File: src/rtl/rr_resource_arbiter.sv
// Round-robin arbiter for one shared resource: req/release handshake per requestor,
// one-hot registered grant, hold-time watchdog and a sticky protocol-error flag.
module rr_resource_arbiter #(
  parameter int unsigned N        = 4,
  parameter int unsigned MAX_HOLD = 15
) (
  input  logic                 clk,
  input  logic                 rst,
  input  logic [N-1:0]         req,
  input  logic [N-1:0]         rel,
  output logic [N-1:0]         grant,
  output logic [$clog2(N)-1:0] owner,
  output logic                 busy,
  output logic                 revoke,
  output logic                 proto_err
);

  localparam int unsigned OW = $clog2(N);
  localparam int unsigned HW = $clog2(MAX_HOLD + 1);

  typedef enum logic [1:0] {
    IDLE    = 2'd0,
    GRANT   = 2'd1,
    RECOVER = 2'd2
  } state_t;

  state_t          state;
  state_t          state_nx;
  logic [N-1:0]    grant_nx;
  logic [OW-1:0]   owner_nx;
  logic [OW-1:0]   last;
  logic [OW-1:0]   last_nx;
  logic [HW-1:0]   hold_cnt;
  logic [HW-1:0]   hold_nx;
  logic            busy_nx;
  logic            revoke_nx;
  logic            proto_nx;

  logic [OW-1:0]   cand;
  logic [OW-1:0]   winner;
  logic            win_vld;
  logic [N-1:0]    own_mask;
  logic            rel_multi;
  logic            rel_bad;

  // Priority scan from last+1 upward; descending loop so the nearest requester is assigned last
  always_comb begin
    cand    = '0;
    winner  = '0;
    win_vld = 1'b0;
    for (int i = N; i >= 1; i--) begin
      cand = last + OW'(i);
      if (req[cand]) begin
        winner  = cand;
        win_vld = 1'b1;
      end
    end
  end

  // Any release outside the owner's grant, or more than one release bit, is a protocol violation
  always_comb begin
    own_mask  = N'(1'b1) << owner;
    rel_multi = (rel & (rel - N'(1'b1))) != '0;
    rel_bad   = rel_multi
              || ((state != GRANT) && (|rel))
              || ((state == GRANT) && (|(rel & ~own_mask)));
  end

  // Next-state and registered-output decode
  always_comb begin
    state_nx  = state;
    grant_nx  = grant;
    owner_nx  = owner;
    last_nx   = last;
    hold_nx   = hold_cnt;
    revoke_nx = 1'b0;
    proto_nx  = proto_err | rel_bad;

    case (state)
      IDLE: begin
        grant_nx = '0;
        hold_nx  = '0;
        if (win_vld) begin
          state_nx = GRANT;
          grant_nx = N'(1'b1) << winner;
          owner_nx = winner;
        end
      end
      GRANT: begin
        if (rel[owner]) begin
          last_nx  = owner;
          grant_nx = '0;
          state_nx = RECOVER;
        end else if (hold_cnt == HW'(MAX_HOLD)) begin
          last_nx   = owner;
          grant_nx  = '0;
          revoke_nx = 1'b1;
          state_nx  = RECOVER;
        end else begin
          hold_nx = hold_cnt + HW'(1);
        end
      end
      RECOVER: begin
        grant_nx = '0;
        state_nx = IDLE;
      end
      default: begin
        grant_nx = '0;
        state_nx = IDLE;
      end
    endcase

    busy_nx = |grant_nx;
  end

  // State and output registers
  always_ff @(posedge clk) begin
    if (rst) begin
      state     <= IDLE;
      grant     <= '0;
      owner     <= '0;
      last      <= OW'(N - 1);
      hold_cnt  <= '0;
      busy      <= 1'b0;
      revoke    <= 1'b0;
      proto_err <= 1'b0;
    end else begin
      state     <= state_nx;
      grant     <= grant_nx;
      owner     <= owner_nx;
      last      <= last_nx;
      hold_cnt  <= hold_nx;
      busy      <= busy_nx;
      revoke    <= revoke_nx;
      proto_err <= proto_nx;
    end
  end

  a_grant_onehot0: assert property (@(posedge clk) disable iff (rst) $onehot0(grant));
  a_busy_tracks:   assert property (@(posedge clk) disable iff (rst) busy == (|grant));

endmodule
File: config.mk
export PLATFORM = sky130hd
export DESIGN_NAME = rr_resource_arbiter
export DESIGN_NICKNAME = d
export VERILOG_FILES = /design/src/rtl/rr_resource_arbiter.sv
export SDC_FILE = /design/constraint.sdc
export NUM_CORES = 1
export LEC_CHECK = 0
export CAP_MARGIN = 20
export CORE_AREA = 5 5 56 58
export CTS_CLUSTER_SIZE = 40
export DETAILED_ROUTE_END_ITERATION = 16
export DIE_AREA = 0 0 61 63
export PLACE_DENSITY = 0.6
export SETUP_SLACK_MARGIN = 0.3
export SLEW_MARGIN = 20
export SYNTH_ARGS = -nofsm -noshare
export SYNTH_HDL_FRONTEND = slang
export SYNTH_SLANG_ARGS = --single-unit
File: constraint.sdc
create_clock -name clk -period 3.6 [get_ports clk]
set_input_delay 0.36 -clock clk [delete_from_list [all_inputs] [get_ports clk]]
set_output_delay 0.36 -clock clk [all_outputs]
set_load 0.01 [all_outputs]
-- After elaboration in Yosys (flattened, before gate mapping)
Index checks and enable logic that the tools add are counted.
Widths: inputs -> output; s select.
- $add $sub $neg: 5
- order comparisons: 5
- equality and inequality tests: 7
- shift-type cells: 2
- multiplexer cells: 32
- bitwise logic cells: 5
- reduce and logical (&&, ||, !) cells: 16
- operators by type and width (operator ; number):
    $mux 4 ; 5
    $mux 2 ; 9
    $pmux 4 s2 ; 2
    $lt 2x3->1 const B ; 5
    $reduce_or 4->1 ; 3
    $bmux 1 s2 ; 5
    $mux 1 ; 10
    $and 4x4->4 ; 2
    $shl 1x2->4 const A ; 2
    $ne 2x2->1 const B ; 3
    $reduce_and 2->1 ; 3
    $add 2x2->2 const B ; 2
    $add 4x1->4 const B ; 1
    $eq 4x4->1 const B ; 1
    $not 4->4 ; 1
    $pmux 2 s2 ; 1
    $reduce_bool 2->1 ; 2
    $reduce_bool 4->1 ; 1
    $sub 4x1->4 const B ; 1
    $ne 3x1->1 const B ; 1
    $reduce_and 3->1 ; 1
    $reduce_or 3->1 ; 1
    $add 2x1->2 const B ; 1
    $eq 2x1->1 const B ; 1
    other kinds (6) ; 8
- flip-flop bits (word level): 17
- input port bits: 10
- output and inout bits: 9
- logic and storage cells: 80

-- Depth between registers and ports, before layout
Gate-level depths: netlist (run 1).
- word-level depth: 10
- gate-level depth with buffers: 5

-- Least setup slack after synthesis (run 1)
OpenSTA, ideal clock, no wires.
- path kind: reg-to-reg
- start point: register owner[0]
- end point: register hold_cnt[0]
- library setup time: 69 ps
- data arrival time: 1714 ps
- path slack: 1817 ps
- stages on the path, launching flop included: 5
- cells stage by stage: dfxtp_1 > mux4_2 > or2_0 > or4_1 > o21ai_1
- word-level cells in the longest chain between the ends: 4
- ends and longest elaborated chain (element ; line ; source):
    from (decl) ; 12 ; output logic [$clog2(N)-1:0] owner,
    from (signal assigned) ; 130 ; owner <= owner_nx;
    $bmux 1 s2 ; 90 ; if (rel[owner]) begin
    $mux 1 (implied by the code) ; 90 ;
    $ne 2x2->1 (no line) ; - ;
    $reduce_and 3->1 (no line) ; - ;
    to (signal assigned) ; 132 ; hold_cnt <= hold_nx;
    to (decl) ; 33 ; logic [HW-1:0] hold_cnt;
Every way passes these cells. The select of a mux whose other input is x is not followed.
A chain may end at the register's enable or synchronous reset.

-- Worst setup path after layout (run 1)
Ends and elaborated chain as after synthesis.

==> metrics.md, run 1 <==
| Metric | Value |
|---|---|
| Fin crit share | 51.2% |
| Crit start category | flip-flop |
| Port Buffers | 18 |
| Htree depth | 1 |
| Nets@finish | 129 |
| Largest net degree at the start of global routing | 14 |
| Placer Congestion | 0.886 |
| Worst reg2reg path startpoint | owner[0] |
| Top-area cell type share of the netlist area | 40.2% |
| Sink Count | 17 |
| Detail Route Antenna Nets | 0 |
| Synth top area cells | dfxtp_1 40%, a32o_1 4.7%, a21oi_1 4.1% |
| Yosys Warn Count | 0 |
| Longest Clk Path Bufs | 2 |
| Crit path kind | flip-flop to flip-flop |
| GRT Util Overall | 11.7% |
| Synth Net Count | 107 |
| Predominant post-synthesis flop cell | dfxtp_1 |
| P per Cell Area | 405 nW/um^2 |
| Worst-path fanout max | 6 |
| Setup TNS | 0 ps |
| Layout area overhead | 28.7% |
| RSZ-0062 raised after global routing | no |
| Antenna diodes | 0 |
| FMAX | 543 MHz |
| Num ports | 19 |
| Wire per inst | 12.6 um |
| Register area | 340 um^2 |
| Leak | 0.389 nW |
| Register area share after synthesis | 40.2% |
| Most frequent cells in the layout | 18 x clkdlybuf4s50_1, 17 x dfxtp_1, 9 x nor2_1 |
| CP required | 3830 ps |
| Die Wd | 61 um |
| CTS resizes | 0 |
| Iter 0 DRT Violations | 15 |
| Slowest Stage Delay on Critical Path | 600 ps |
| Reg2Reg Setup Slack | 1760 ps |
| RR Endpoint | hold_cnt[0] |
| Clk_lat worst skew | 290 ps |
| CP max-delay cell | mux4_2 |
| DRT Wirelength | 1.86 mm |
| Die height | 63 um |
| FP Rows | 19 |
| Initial Utilization | 32.4% |
| Die Area | 3840 um^2 |
| Vias in the first global route | 776 |
| CP delay by family, top | simple AND/OR/NAND/NOR gates |
| Drt pass-1 iters | 4 |
| CP Capture Type | flip-flop |
| DR vias/cell | 5.19 |
| Status | finished, final reports clean |
| Initial antenna violation count | 0 |
| Hold_sp | proto_err |
| CTS tree | yes |
| Final hold vios | 0 |
| Layout cell share with drive strength beyond 1 | 8.55% |
| CP Cell Sequence | mux4_2, or2_0, or4_1, o21ai_1 |
| Max-cap check violation count | 0 |
| Post-CTS Setup Inserts | 0 |
| Setup violations, final | 0 |
| CTS Buf Count | 3 |
| Multi-input logic area | 480 um^2 |
| Final routed DRC violation total | 0 |
| Total chip power | 0.442 mW |
| Clock slew at reported path FFs | 110 ps |
| Min cycle time layout | 1840 ps |
| Hold path endpoint | proto_err |
| Worst endpoint data arrival time | 2080 ps |
| Distinct cells, synth | 35 |
| Most area-hungry cell type in the Yosys netlist | dfxtp_1 |
| First-pass GRT wire length | 3.47 mm |
| Worst VDD drop | 0.241 mV |
| Worst hold-check path type | flip-flop to flip-flop |
| Path depth of the worst reg2reg path | 4 |
| Routed vias | 768 |
| Worst slew pin tran | 513 ps |
| Clk_skew | 3.89 ps |
| Mapped Cells | 96 |
| HPWL after DPL | 1.42 mm |
| Leading cell type in the layout, fill and taps excluded | clkdlybuf4s50_1 |
| Async SR Flop Fraction | 0% |
| FF+latch count, synth | 17 |
| Hold path depth | 2 |
| CP Buf/Inv Count | 0 |
| Filler cells | 271 |
| Fin util | 41.7% |
| Avg Inst Size Synth | 8.82 um^2 |
| Root buffer cell | clkbuf_4 |
| Final Max Tran Viols | 0 |
| Synthesized area | 847 um^2 |
| CTS Hold Bufs | 0 |
| GRT overflow | 0 |
| Relative slew slack | 65.7% |
| Placeable Area | 2620 um^2 |
| EDFF count, synth | 0 |
## cells in the mapped netlist (2+ instances only)
library cell / n
dfxtp_1: 17
nor2_1: 9
a21oi_1: 7
inv_1: 6
nor3_1: 6
nand2_1: 5
a32o_1: 4
nor2b_1: 4
o21ai_0: 4
a211oi_1: 2
a31oi_1: 2
nand2b_1: 2
nand3_1: 2
nor4_1: 2
o21a_1: 2
o32ai_1: 2
or3_1: 2
## flip-flops by register name, summed over array words and instances (netlist names)
register and cells:
proto_err 1, grant 4, owner 2, state 2
busy 1, hold_cnt 4, revoke 1, last 2
## report_power, final
group	total [mW]	internal [mW]	switching, mW
clock	0.105	0.0414	0.0637
combinational	0.115	0.0595	0.0553
sequential	0.222	0.204	0.0176
total	0.442	0.305	0.137
## tightest hold or removal path: cells and delay by family, from the launching register on
kind / cells / cell delay (ps)
buf+inv: 1 / 50
flops: 1 / 320
compound gates: 1 / 50
## final cells by class
cell class | count | area share [%]
Sequential cell | 17 | 31.2
Timing Repair Buffer | 18 | 16.5
Clock inverter | 1 | 0.459
Inverter | 6 | 2.07
Clock buffer | 3 | 2.07
Tap cell | 31 | 3.56
Multi-Input combinational cell | 72 | 44.1
## per-layer routing
metal,routed length [um],vias to the layer above,track usage [%]
met5,0,-,0
met4,9,0,2.98
met3,89,2,4.96
met2,801,13,16.8
met1,960,346,16.0
li1,-,407,-
## worst max path at each step
stage / from / endpoint / slack, ps / cells past startpoint
2_1_floorplan: owner[0] / hold_cnt[0] / 1820 / 4
4_1_cts: owner[0] / hold_cnt[0] / 1750 / 4
6_report: owner[0] / hold_cnt[0] / 1760 / 4
5_1_grt: owner[0] / last[1] / 1590 / 4
3_3_place_gp: rel[3] / hold_cnt[0] / 1490 / 5
3_5_place_dp: rel[3] / hold_cnt[0] / 1470 / 5
## cells by family (layout without fill, tap and decap cells)
group           Yosys count  count (layout)  synth area share, %
compound gates           29              29                 24.8
fa+ha+maj                 1               1                 1.48
buf+inv                   7              28                 3.10
flops                    17              17                 40.2
mux                       2               2                 3.84
simple gates             40              40                 26.6
## metrics by stage
step	area (um^2)	hold WS [ps]	setup slack [ps]	std cells
4_1_cts	1090	455	1750	148
3_5_place_dp	1060	439	1470	144
2_1_floorplan	847	454	1820	96
5_1_grt	1090	469	1590	148
6_report	1090	450	1760	148
3_3_place_gp	1060	433	1490	144
Power figures use the tool's default switching activity.
==> inputs of run 2 (changes only) <==
- clock period: 3.6 -> 1.7 ns (I/O delays scaled with it)
==> metrics.md, run 2 (synthesis results as in run 1) <==
| Metric | Value |
|---|---|
| Status | finished, final reports clean |
| Layout area overhead | 49.3% |
| Routed vias | 845 |
| Clk_skew | 8.18 ps |
| Placer Congestion | 0.810 |
| Die Wd | 61 um |
| Worst hold-check path type | flip-flop to flip-flop |
| Worst VDD drop | 0.557 mV |
| Final hold vios | 0 |
| Max-cap check violation count | 0 |
| Crit start category | flip-flop |
| Worst endpoint data arrival time | 1880 ps |
| Num ports | 19 |
| CTS tree | yes |
| Antenna diodes | 0 |
| Drt pass-1 iters | 4 |
| Die Area | 3840 um^2 |
| Crit path kind | flip-flop to flip-flop |
| Reg2Reg Setup Slack | 50 ps |
| Layout cell share with drive strength beyond 1 | 28.2% |
| Longest Clk Path Bufs | 2 |
| Busiest metal layer after global routing | met2 |
| Grt met1 use | 14.5% |
| Non-Filler Instances | 162 |
| Global Route met3 Usage | 4.75% |
| First-pass GRT wire length | 3.48 mm |
| Fin crit share | 97.2% |
| Fin Hold WS | 455 ps |
| Setup TNS | 0 ps |
| FP Rows | 19 |
| Initial Utilization | 32.4% |
| CTS Buf Count | 3 |
| Wire per inst | 12.9 um |
| Iter 0 DRT Violations | 27 |
| Root buffer cell | clkbuf_4 |
| GR Layer Usage met2 | 18.4% |
| Leak | 0.538 nW |
| Total chip power | 0.991 mW |
| Detail Route Antenna Nets | 0 |
| Clk_lat worst skew | 290 ps |
| FMAX | 605 MHz |
| Dpl cells | 157 |
| Port Buffers | 18 |
| Sink Count | 17 |
| GRT overflow | 0 |
| HPWL after DPL | 1.61 mm |
| Worst slew pin tran | 390 ps |
| CP required | 1920 ps |
| Setup violations, final | 0 |
| Placeable Area | 2620 um^2 |
| DR vias/cell | 5.22 |
| Htree depth | 1 |
| GRT Util Overall | 11.6% |
| Leading cell type in the layout, fill and taps excluded | buf_4 |
| Die height | 63 um |
| Relative slew slack | 73.8% |
| Most frequent cells in the layout | 14 x buf_4, 12 x dfxtp_1, 12 x clkdlybuf4s50_1 |
| Vias in the first global route | 843 |
| CP Capture Type | flip-flop |
| P per Cell Area | 783 nW/um^2 |
| Final Max Tran Viols | 0 |
| Initial antenna violation count | 0 |
| RSZ-0062 raised after global routing | yes |
| Largest regs | grant x4, hold_cnt x4 |
| DRT Wirelength | 2.09 mm |
| Min cycle time layout | 1650 ps |
| Clock slew at reported path FFs | 100 ps |
| Fin util | 48.4% |
| Worst-path fanout max | 4 |
| Final routed DRC violation total | 0 |
| Largest net degree at the start of global routing | 10 |
| Nets@finish | 143 |
==> run 2: changes by cell type in the layout (fill, tap and decap cells not counted), sizes merged <==
| cell | change |
|---|---|
| buf | +14 |
| clkdlybuf4s50 | -6 |
| clkbuf | +1 |
| clkinv | -1 |
| dlygate4sd2 | +2 |
| dlymetal6s2s | +4 |
==> run 2: final timing paths <==
check / start / endpoint / cells past startpoint
worst max-delay path: owner[0] / hold_cnt[0] / 4
worst min-delay path: proto_err / proto_err / 2
worst max register to register: owner[0] / hold_cnt[0] / 4
worst min register to register: proto_err / proto_err / 2
==> run 2: where the power goes <==
part / switching, mW / internal (mW)
sequential: 0.0327 / 0.435
clock: 0.122 / 0.0911
combinational: 0.147 / 0.163
total: 0.302 / 0.689
==> run 2: per-layer routing <==
metal  vias up  part of all wire [%]  wire length, um
met5         -                     0                0
met4         0                     0                0
met3         0                   4.9              102
met2        17                    49             1030
met1       393                    46              953
li1        435                     -                -
==> run 2: cell type report <==
| type | count | area, um^2 |
|---|---|---|
| clock buffer | 4 | 26.3 |
| fill | 269 | 1350 |
| inverter | 6 | 22.5 |
| multi-input combinational | 72 | 536 |
| sequential | 17 | 349 |
| tap | 31 | 38.8 |
| timing repair buffer | 32 | 293 |
==> run 2: what timing repair did <==
item,in CTS,in global routing
gates resized for setup,8,16
setup buffers,1,0
hold buffers,0,0
setup endpoints to repair,15,19
pin swaps,0,0
==> run 2: through the flow <==
stage	cell area, um^2	setup slack [ps]
global route	1260	-18.2
global placement	1160	-169
detailed placement	1160	-204
finish	1260	47.3
CTS	1210	36.2
floorplan	851	38.1
==> run 2: critical path, cell delays in order, from the launching register on <==
cell	delay, ps
dfxtp_4	360
mux4_2	530
or2_1	230
or4_1	390
o21ai_1	80
==> inputs of run 3 (changes only) <==
- clock period: 1.7 -> 1.8 ns (I/O delays scaled with it)
==> metrics.md, run 3 (synthesis results as in run 1) <==
| Metric | Value |
|---|---|
| Status | finished, final reports clean |
| Leak | 0.447 nW |
| Nets@finish | 137 |
| Relative slew slack | 71.9% |
| Drt pass-1 iters | 4 |
| GRT Util Overall | 11.7% |
| Htree depth | 1 |
| Die height | 63 um |
| CTS tree | yes |
| CP required | 2030 ps |
| Vias in the first global route | 820 |
| GRT overflow | 0 |
| Fin crit share | 91.8% |
| Crit path kind | flip-flop to flip-flop |
| Slowest Stage Delay on Critical Path | 530 ps |
| Worst VDD drop | 0.506 mV |
| Total chip power | 0.921 mW |
| FMAX | 605 MHz |
| Worst hold-check path type | flip-flop to flip-flop |
| Min cycle time layout | 1650 ps |
| Detail Route Antenna Nets | 0 |
| Worst slew pin tran | 419 ps |
| Placeable Area | 2620 um^2 |
| Clk_lat worst skew | 290 ps |
| Die Area | 3840 um^2 |
| Routed vias | 815 |
| CP max-delay cell | mux4_2 |
| Top Metal Used | met4 |
| Port Buffers | 18 |
| Largest regs | grant x4, hold_cnt x4 |
| Setup violations, final | 0 |
| Leading cell type in the layout, fill and taps excluded | clkdlybuf4s50_1 |
| Layout cell share with drive strength beyond 1 | 19.2% |
| Longest Clk Path Bufs | 2 |
| Initial antenna violation count | 0 |
| Final hold vios | 0 |
| Num ports | 19 |
| Setup TNS | 0 ps |
| Worst-path fanout max | 4 |
| Clock slew at reported path FFs | 100 ps |
| Final routed DRC violation total | 0 |
| Root buffer cell | clkbuf_4 |
| FP Rows | 19 |
| Placer Congestion | 0.814 |
| Met2 wire length | 922 um |
| Die Wd | 61 um |
| RSZ-0062 raised after global routing | yes |
| CTS Buf Count | 3 |
| M1 wire length | 981 um |
| First-pass GRT wire length | 3.50 mm |
| Max-cap check violation count | 0 |
| Worst endpoint data arrival time | 1890 ps |
| Fin util | 45.2% |
| Largest net degree at the start of global routing | 11 |
| P per Cell Area | 780 nW/um^2 |
| Most frequent cells in the layout | 17 x clkdlybuf4s50_1, 15 x dfxtp_1, 8 x nor2_1 |
| Crit start category | flip-flop |
| Layout area overhead | 39.4% |
| DR vias/cell | 5.22 |
| CTS Hold Bufs | 0 |
| Antenna diodes | 0 |
| HPWL after DPL | 1.53 mm |
| Iter 0 DRT Violations | 44 |
| Final Max Tran Viols | 0 |
| Sink Count | 17 |
| Initial Utilization | 32.4% |
| CP Capture Type | flip-flop |
| CP Cell Sequence | mux4_2, or2_1, or4_1, o21ai_1 |
| DRT Wirelength | 2.01 mm |
| Clk_skew | 0.700 ps |
| Routed met3 length | 87 um |
| Wire per inst | 12.9 um |
## run 3: through the flow
| step | cells | instance area [um^2] | worst slack (ps) | hold WS, ps |
|---|---|---|---|---|
| floorplan | 96 | 851 | 138 | 324 |
| global placement | 151 | 1120 | -102 | 432 |
| detailed placement | 151 | 1120 | -140 | 438 |
| CTS | 156 | 1160 | 141 | 453 |
| global route | 156 | 1180 | 50.1 | 480 |
| finish | 156 | 1180 | 147 | 449 |
## run 3: cell type report
class                   count  area (um^2)
clock buffers               3         22.5
clock inverters             1         5.00
fillers                   261         1430
inverters                   6         22.5
multi-input cells          72          500
flip-flops and latches     17          345
well taps                  31         38.8
repair buffers             26          246
## run 3: power breakdown
part	switching (mW)	leakage (nW)	internal (mW)
clock network	0.125	0.0177	0.0827
logic	0.127	0.289	0.144
registers	0.0320	0.140	0.410
total	0.284	0.447	0.637
## run 3: worst paths after layout
kind / startpoint / end / slack [ps] / cells past startpoint
max: owner[0] / hold_cnt[0] / 150 / 4
min: proto_err / proto_err / 450 / 2
max reg2reg: owner[0] / hold_cnt[0] / 150 / 4
min reg2reg: proto_err / proto_err / 450 / 2
## run 3: worst max-delay path: cells and delay by family, from the launching register on
family	cells	cell delay, ps
AND/OR/NAND/NOR	2	630
multiplexers	1	530
AO/OA/AOI/OAI	1	80
flip-flops	1	360
## run 3: routing by layer
metal / GRT usage [%] / up-vias
met5: 0 / -
met4: 2.71 / 0
met3: 4.55 / 2
met1: 15.5 / 374
li1: - / 424
met2: 17.6 / 15
## run 3: what timing repair did
action                     4_1_cts  5_1_grt
pin swaps                        0        1
setup endpoints to repair       14       14
buffers inserted                 1        0
gates resized for setup          3        7
